File: src/rtl/uart_rx_pkg.sv
// Shared types and constants for the UART receiver: FSM state encoding,
// legal oversampling ratios and parity type encodings.
package uart_rx_pkg;

    typedef enum logic [2:0] {
        IDLE   = 3'd0,
        START  = 3'd1,
        DATA   = 3'd2,
        PARITY = 3'd3,
        STOP   = 3'd4,
        DONE   = 3'd5
    } rx_state_t;

    localparam int unsigned PS_8       = 8;
    localparam int unsigned PS_16      = 16;
    localparam int unsigned PS_32      = 32;
    localparam int unsigned PS_DEFAULT = PS_8;

    localparam logic PAR_EVEN = 1'b0;
    localparam logic PAR_ODD  = 1'b1;

    function automatic logic is_legal_prescale(input int unsigned p);
        return (p == PS_8) || (p == PS_16) || (p == PS_32);
    endfunction

endpackage

File: src/rtl/uart_rx_sampler.sv
// Bit-period timing for the UART receiver: edge counter, three mid-bit samples
// and a 2-of-3 majority vote presented the cycle after the last sample.
module uart_rx_sampler #(
    parameter int PRESCALE_W = 6
) (
    input  logic                  i_clk,
    input  logic                  i_rst,
    input  logic                  i_run,
    input  logic                  i_rx,
    input  logic [PRESCALE_W-1:0] i_prescale,
    output logic                  o_sampled_bit,
    output logic                  o_sample_valid,
    output logic                  o_bit_end
);

    logic [PRESCALE_W-1:0] r_edge_cnt;
    logic [2:0]            r_samples;
    logic                  r_sample_valid;

    logic [PRESCALE_W-1:0] w_mid;
    logic [PRESCALE_W-1:0] w_mid_m1;
    logic [PRESCALE_W-1:0] w_mid_p1;
    logic [PRESCALE_W-1:0] w_last;
    logic                  w_bit_end;

    assign w_mid     = i_prescale >> 1;
    assign w_mid_m1  = w_mid - PRESCALE_W'(1);
    assign w_mid_p1  = w_mid + PRESCALE_W'(1);
    assign w_last    = i_prescale - PRESCALE_W'(1);
    assign w_bit_end = i_run && (r_edge_cnt == w_last);

    always_ff @(posedge i_clk) begin
        if (i_rst) begin
            r_edge_cnt     <= '0;
            r_samples      <= '0;
            r_sample_valid <= 1'b0;
        end else begin
            // Counter is parked at zero outside a frame so START begins at 0.
            if (!i_run || w_bit_end) begin
                r_edge_cnt <= '0;
            end else begin
                r_edge_cnt <= r_edge_cnt + PRESCALE_W'(1);
            end

            if (i_run && (r_edge_cnt == w_mid_m1)) r_samples[0] <= i_rx;
            if (i_run && (r_edge_cnt == w_mid))    r_samples[1] <= i_rx;
            if (i_run && (r_edge_cnt == w_mid_p1)) r_samples[2] <= i_rx;

            r_sample_valid <= i_run && (r_edge_cnt == w_mid_p1);
        end
    end

    assign o_sampled_bit  = (r_samples[0] & r_samples[1]) |
                            (r_samples[0] & r_samples[2]) |
                            (r_samples[1] & r_samples[2]);
    assign o_sample_valid = r_sample_valid;
    assign o_bit_end      = w_bit_end;

endmodule

File: src/rtl/uart_rx.sv
// UART receiver: start detect, LSB-first data, optional parity, one stop bit.
// Optional macro UART_RX_SYNC_EN adds a two-flop input synchronizer on RX_IN.
//
// state  | meaning
// IDLE   | line idle, waiting for RX_IN low
// START  | validating start bit, glitch returns to IDLE
// DATA   | shifting in DATA_WIDTH bits
// PARITY | checking parity bit
// STOP   | sampling stop bit, leaves right after the mid-bit vote
// DONE   | one-cycle result: data_valid or error pulses
module uart_rx
    import uart_rx_pkg::*;
#(
    parameter int DATA_WIDTH = 8,
    parameter int PRESCALE_W = 6
) (
    input  logic                  CLK,
    input  logic                  RST,
    input  logic                  RX_IN,
    input  logic                  PAR_EN,
    input  logic                  PAR_TYP,
    input  logic [PRESCALE_W-1:0] Prescale,
    output logic [DATA_WIDTH-1:0] P_DATA,
    output logic                  data_valid,
    output logic                  par_err,
    output logic                  stp_err,
    output logic                  busy
);

    localparam int BC_W = (DATA_WIDTH > 1) ? $clog2(DATA_WIDTH) : 1;
    localparam logic [BC_W-1:0] LAST_BIT = BC_W'(DATA_WIDTH - 1);

    rx_state_t r_state;
    rx_state_t w_next;

    logic [BC_W-1:0]       r_bit_cnt;
    logic [DATA_WIDTH-1:0] r_shift;
    logic [DATA_WIDTH-1:0] r_data;
    logic                  r_par_en;
    logic                  r_par_typ;
    logic [PRESCALE_W-1:0] r_prescale;
    logic                  r_par_bad;
    logic                  r_data_valid;
    logic                  r_par_err;
    logic                  r_stp_err;

    logic                  w_rx;
    logic                  w_run;
    logic                  w_bit;
    logic                  w_sample_valid;
    logic                  w_bit_end;
    logic                  w_par_exp;
    logic [PRESCALE_W-1:0] w_ps_legal;

`ifdef UART_RX_SYNC_EN
    logic [1:0] r_sync;

    always_ff @(posedge CLK) begin
        if (RST) begin
            r_sync <= 2'b11;
        end else begin
            r_sync <= {r_sync[0], RX_IN};
        end
    end

    assign w_rx = r_sync[1];
`else
    assign w_rx = RX_IN;
`endif

    assign w_ps_legal = is_legal_prescale(32'(Prescale)) ? Prescale
                                                         : PRESCALE_W'(PS_DEFAULT);
    assign w_run      = (r_state == START) || (r_state == DATA) ||
                        (r_state == PARITY) || (r_state == STOP);
    assign w_par_exp  = (^r_shift) ^ (r_par_typ == PAR_ODD);

    uart_rx_sampler #(
        .PRESCALE_W (PRESCALE_W)
    ) u_sampler (
        .i_clk          (CLK),
        .i_rst          (RST),
        .i_run          (w_run),
        .i_rx           (w_rx),
        .i_prescale     (r_prescale),
        .o_sampled_bit  (w_bit),
        .o_sample_valid (w_sample_valid),
        .o_bit_end      (w_bit_end)
    );

    always_ff @(posedge CLK) begin
        if (RST) begin
            r_state <= IDLE;
        end else begin
            r_state <= w_next;
        end
    end

    always_comb begin
        w_next = r_state;
        case (r_state)
            IDLE: begin
                if (!w_rx) w_next = START;
            end
            START: begin
                if (w_sample_valid && w_bit) begin
                    w_next = IDLE;
                end else if (w_bit_end) begin
                    w_next = DATA;
                end
            end
            DATA: begin
                if (w_bit_end && (r_bit_cnt == LAST_BIT)) begin
                    w_next = r_par_en ? PARITY : STOP;
                end
            end
            PARITY: begin
                if (w_bit_end) w_next = STOP;
            end
            STOP: begin
                if (w_sample_valid) w_next = DONE;
            end
            DONE: begin
                w_next = IDLE;
            end
            default: begin
                w_next = IDLE;
            end
        endcase
    end

    always_ff @(posedge CLK) begin
        if (RST) begin
            r_bit_cnt    <= '0;
            r_shift      <= '0;
            r_data       <= '0;
            r_par_en     <= 1'b0;
            r_par_typ    <= PAR_EVEN;
            r_prescale   <= PRESCALE_W'(PS_DEFAULT);
            r_par_bad    <= 1'b0;
            r_data_valid <= 1'b0;
            r_par_err    <= 1'b0;
            r_stp_err    <= 1'b0;
        end else begin
            r_data_valid <= 1'b0;
            r_par_err    <= 1'b0;
            r_stp_err    <= 1'b0;
            case (r_state)
                IDLE: begin
                    if (!w_rx) begin
                        r_par_en   <= PAR_EN;
                        r_par_typ  <= PAR_TYP;
                        r_prescale <= w_ps_legal;
                        r_par_bad  <= 1'b0;
                        r_bit_cnt  <= '0;
                    end
                end
                DATA: begin
                    if (w_sample_valid) begin
                        r_shift <= {w_bit, r_shift[DATA_WIDTH-1:1]};
                    end
                    if (w_bit_end) begin
                        r_bit_cnt <= (r_bit_cnt == LAST_BIT) ? '0 : r_bit_cnt + BC_W'(1);
                    end
                end
                PARITY: begin
                    if (w_sample_valid) r_par_bad <= (w_bit != w_par_exp);
                end
                STOP: begin
                    // Results are registered here so they are visible during DONE.
                    if (w_sample_valid) begin
                        if (!r_par_bad && w_bit) begin
                            r_data_valid <= 1'b1;
                            r_data       <= r_shift;
                        end
                        r_par_err <= r_par_bad;
                        r_stp_err <= !w_bit;
                    end
                end
                default: begin
                end
            endcase
        end
    end

    assign P_DATA     = r_data;
    assign data_valid = r_data_valid;
    assign par_err    = r_par_err;
    assign stp_err    = r_stp_err;
    assign busy       = (r_state != IDLE);

endmodule

File: config.mk
export PLATFORM = sky130hd
export DESIGN_NAME = uart_rx
export DESIGN_NICKNAME = d
export VERILOG_FILES = /design/src/rtl/uart_rx_pkg.sv /design/src/rtl/uart_rx_sampler.sv /design/src/rtl/uart_rx.sv
export SDC_FILE = /design/constraint.sdc
export NUM_CORES = 1
export LEC_CHECK = 0
export CAP_MARGIN = 30
export CORE_UTILIZATION = 61
export CTS_CLUSTER_DIAMETER = 30
export DETAILED_ROUTE_END_ITERATION = 10
export PLACE_DENSITY_LB_ADDON = 0.08
export SYNTH_ARGS = -nofsm -noshare
export SYNTH_HDL_FRONTEND = slang
export SYNTH_SLANG_ARGS = --single-unit
File: constraint.sdc
create_clock -name CLK -period 6.25 [get_ports CLK]
set_input_delay 0.9375 -clock CLK [delete_from_list [all_inputs] [get_ports CLK]]
set_output_delay 0.9375 -clock CLK [all_outputs]
set_load 0.005 [all_outputs]
==> impl_results.md <==
- Status: finished clean
- Avg Vias per Cell: 5.64
- Pin count of the biggest net entering global routing: 47
- Starting density of the core: 64.1%
- Mapped cell area: 2370 um2
- PortBufs: 22
- Antenna cells: 0
- Max Fclk: 0.394 GHz
- Pins Over Slew Limit: 0
- Vias in the first global route: 1763
- Worst min-delay path class: reg2reg
- Layout area overhead: 12.2%
- CP max stage delay: 620 ps
- Power per cell area: 246 nW/um2
- Clk slew on worst S/H paths: 80 ps
- Busiest layer in global routing: met2
- DP Wirelength: 3310 um
- RSZ-0062 raised after global routing: no
- Mapped Nets: 286
- Cells after DPL: 321
- Post-synthesis sequential area ratio: 37.2%
- Post-synthesis cell count: 268
- First-pass GRT wire length: 8250 um
- Clk sinks: 44
- Congestion Overflow GR: 0
- Post-synthesis cell type count: 48
- WP data required: 5310 ps
- Core Area: 3690 um2
- Final #Nets: 298
- Max Root-Sink Buffers: 2
- Share of layout cells above drive strength 1: 5.36%
- Final min period: 2540 ps
- Setup TNS: 0 ps
- Top post-synthesis cells by area: dfxtp_1 (37%), mux2i_1 (8.9%), xnor2_1 (7.4%), nor2_1 (5.4%), xor2_1 (4.4%)
- Total routed wirelength: 4620 um
- R2r startpoint: r_prescale[1]
- Routability cong.: 0.805
- Most frequent cells in the layout: dfxtp_1 (44), nor2_1 (34), clkdlybuf4s50_1 (22), mux2i_1 (21)
- Clock Skews: 7.41 ps
- Internal: 0.439 mW
- Post-synth EDFFs: 0
- Slew of the pin with the lowest slew margin: 737 ps
- Die Height: 64.3 um
- CP cell instances: or3_1 > clkdlybuf4s50_1
- CP arrival: 1600 ps
- # setup viols final: 0
- Gr usage total: 25.7%
- Met2 Resource Use GR: 40.1%
- Grt met3 use: 5.89%
- DR iter-0 viols: 118
- Switching Fraction: 32.8%
- Number of max-cap violations: 0
- Setup bufs post-CTS: 0
- Synth Warn #: 0
- Die area: 4130 um2
- Sequential share of power: 50.8%
- Non-Filler Instances: 328
- CP Capture Type: output port
- FF+latch count, synth: 44
- Clock power frac: 26.1%
- Leak Pwr: 1.05 nW
- Worst Setup Start Kind: flip-flop
- Remaining DRCs: 0
- CTS root buf: clkbuf_8
- Site Rows: 22
- Period utilization: 40.6%
- First-pass DRT Iterations: 4
- H-tree levels: 2
- Initial antenna violation count: 0
- Ys flop type: dfxtp_1
- Critical path class: reg2out
- Worst-Skew Late Latency: 300 ps
- Met1 Track Usage GR: 34.6%
- Area leader, netlist: dfxtp_1
- Die X: 64.3 um
- Final hold violation count: 0
- Share of the synthesized area in the top cell type: 37.2%
- Hold buffers post-CTS: 0
- DRT antenna net count: 0
- Worst Hold Launch: r_par_bad
- P_sw: 0.214 mW
- TritonCTS buffer count: 5
- TritonCTS clock tree: yes
- Logic pwr share: 23.1%
- Slew margin rel.: 50.4%
- Most common cell after layout, fill and taps aside: dfxtp_1
- Worst Path Max Fanout: 15
- Resize count post-CTS: 0
- Via count: 1851
- CP Launch Point: r_state[0]
- Slowest cell on the critical path: dfxtp_1
- Avg Cell Area, Syn: 8.83 um2
- Maximum vdd drop: 0.195 mV
- # IOs: 23
- Synth async-reset ratio: 0%
- DR WL/cell: 14.1 um
==> final cells by class <==
type | count | area, um2
multi-input combinational | 201 | 1390
sequential | 44 | 881
tap | 48 | 60.1
clock buffer | 5 | 68.8
fill | 304 | 1030
timing repair buffer | 23 | 228
inverter | 5 | 18.8
clock inverter | 2 | 12.5
==> flip-flops by register name (all words and copies together), names as in the netlist, 3 cells and up <==
name                  count
r_bit_cnt                 3
r_state                   3
u_sampler.r_edge_cnt      6
P_DATA                    8
r_prescale                6
u_sampler.r_samples       3
r_shift                   8
==> worst max-delay path: cells and delay by family (launching register included) <==
family / cells / cell delay [ps]
DFF: 1 / 620
buffers and inverters: 1 / 500
and+or+nand+nor: 1 / 190
==> cells in the mapped netlist (3+ instances only) <==
library cell / n
dfxtp_1: 44
nor2b_1: 6
xor2_1: 12
mux2i_1: 21
nor2_1: 34
o21ai_0: 4
nand3_1: 10
nand2_1: 20
nor4_1: 6
nor3b_1: 4
buf_2: 7
nand2b_1: 5
xnor2_1: 20
o31ai_1: 3
a21oi_1: 6
clkbuf_1: 10
inv_1: 5
ha_1: 7
or3_1: 3
nor3_1: 8
==> worst paths after layout <==
| path | depth (start not counted) | slack (ps) | end |
|---|---|---|---|
| max | 2 | 3710 | busy |
| min | 2 | 460 | par_err |
| max reg2reg | 7 | 3840 | r_bit_cnt[0] |
| min reg2reg | 2 | 460 | par_err |
==> cells by family (layout without fill, tap and decap cells) <==
group,Yosys count,after routing,synth area share [%]
adders and majority gates,8,8,4.12
muxes,24,24,10.3
and+or+nand+nor,108,108,22.8
AOI/OAI and AO/OA,29,29,9.47
DFF,44,44,37.2
buffers and inverters,23,35,4.18
xor gates and xnor gates,32,32,11.8
==> metrics by stage <==
stage / utilization (%) / setup slack [ps] / cell area [um2] / power (mW) / hold slack, ps
after global placement: 69.8 / 3580 / 2570 / 0.484 / 436
after global routing: 72.0 / 3630 / 2660 / 0.693 / 489
after floorplan: - / 4050 / 2370 / 0.444 / 419
after CTS: 72.0 / 3710 / 2660 / 0.658 / 469
final: 72.0 / 3710 / 2660 / 0.654 / 460
after detailed placement: 69.8 / 3560 / 2570 / 0.487 / 450
==> per-layer routing <==
metal  vias to the layer above  part of all wire, %  wire length, um
met5                         -                    0                0
met4                         0                 0.95               44
met3                         7                  3.7              169
met2                        40                   46             2140
met1                       857                   49             2260
li1                        947                    -                -
==> power groups by stage <==
stage / Sequential (mW) / Clock [mW] / Combinational, mW
after floorplan: 0.314 / 0 / 0.129
after global placement: 0.338 / 0 / 0.146
after detailed placement: 0.338 / 0 / 0.149
after CTS: 0.331 / 0.176 / 0.151
after global routing: 0.336 / 0.187 / 0.169
final: 0.332 / 0.171 / 0.151
Power figures use the tool's default switching activity.
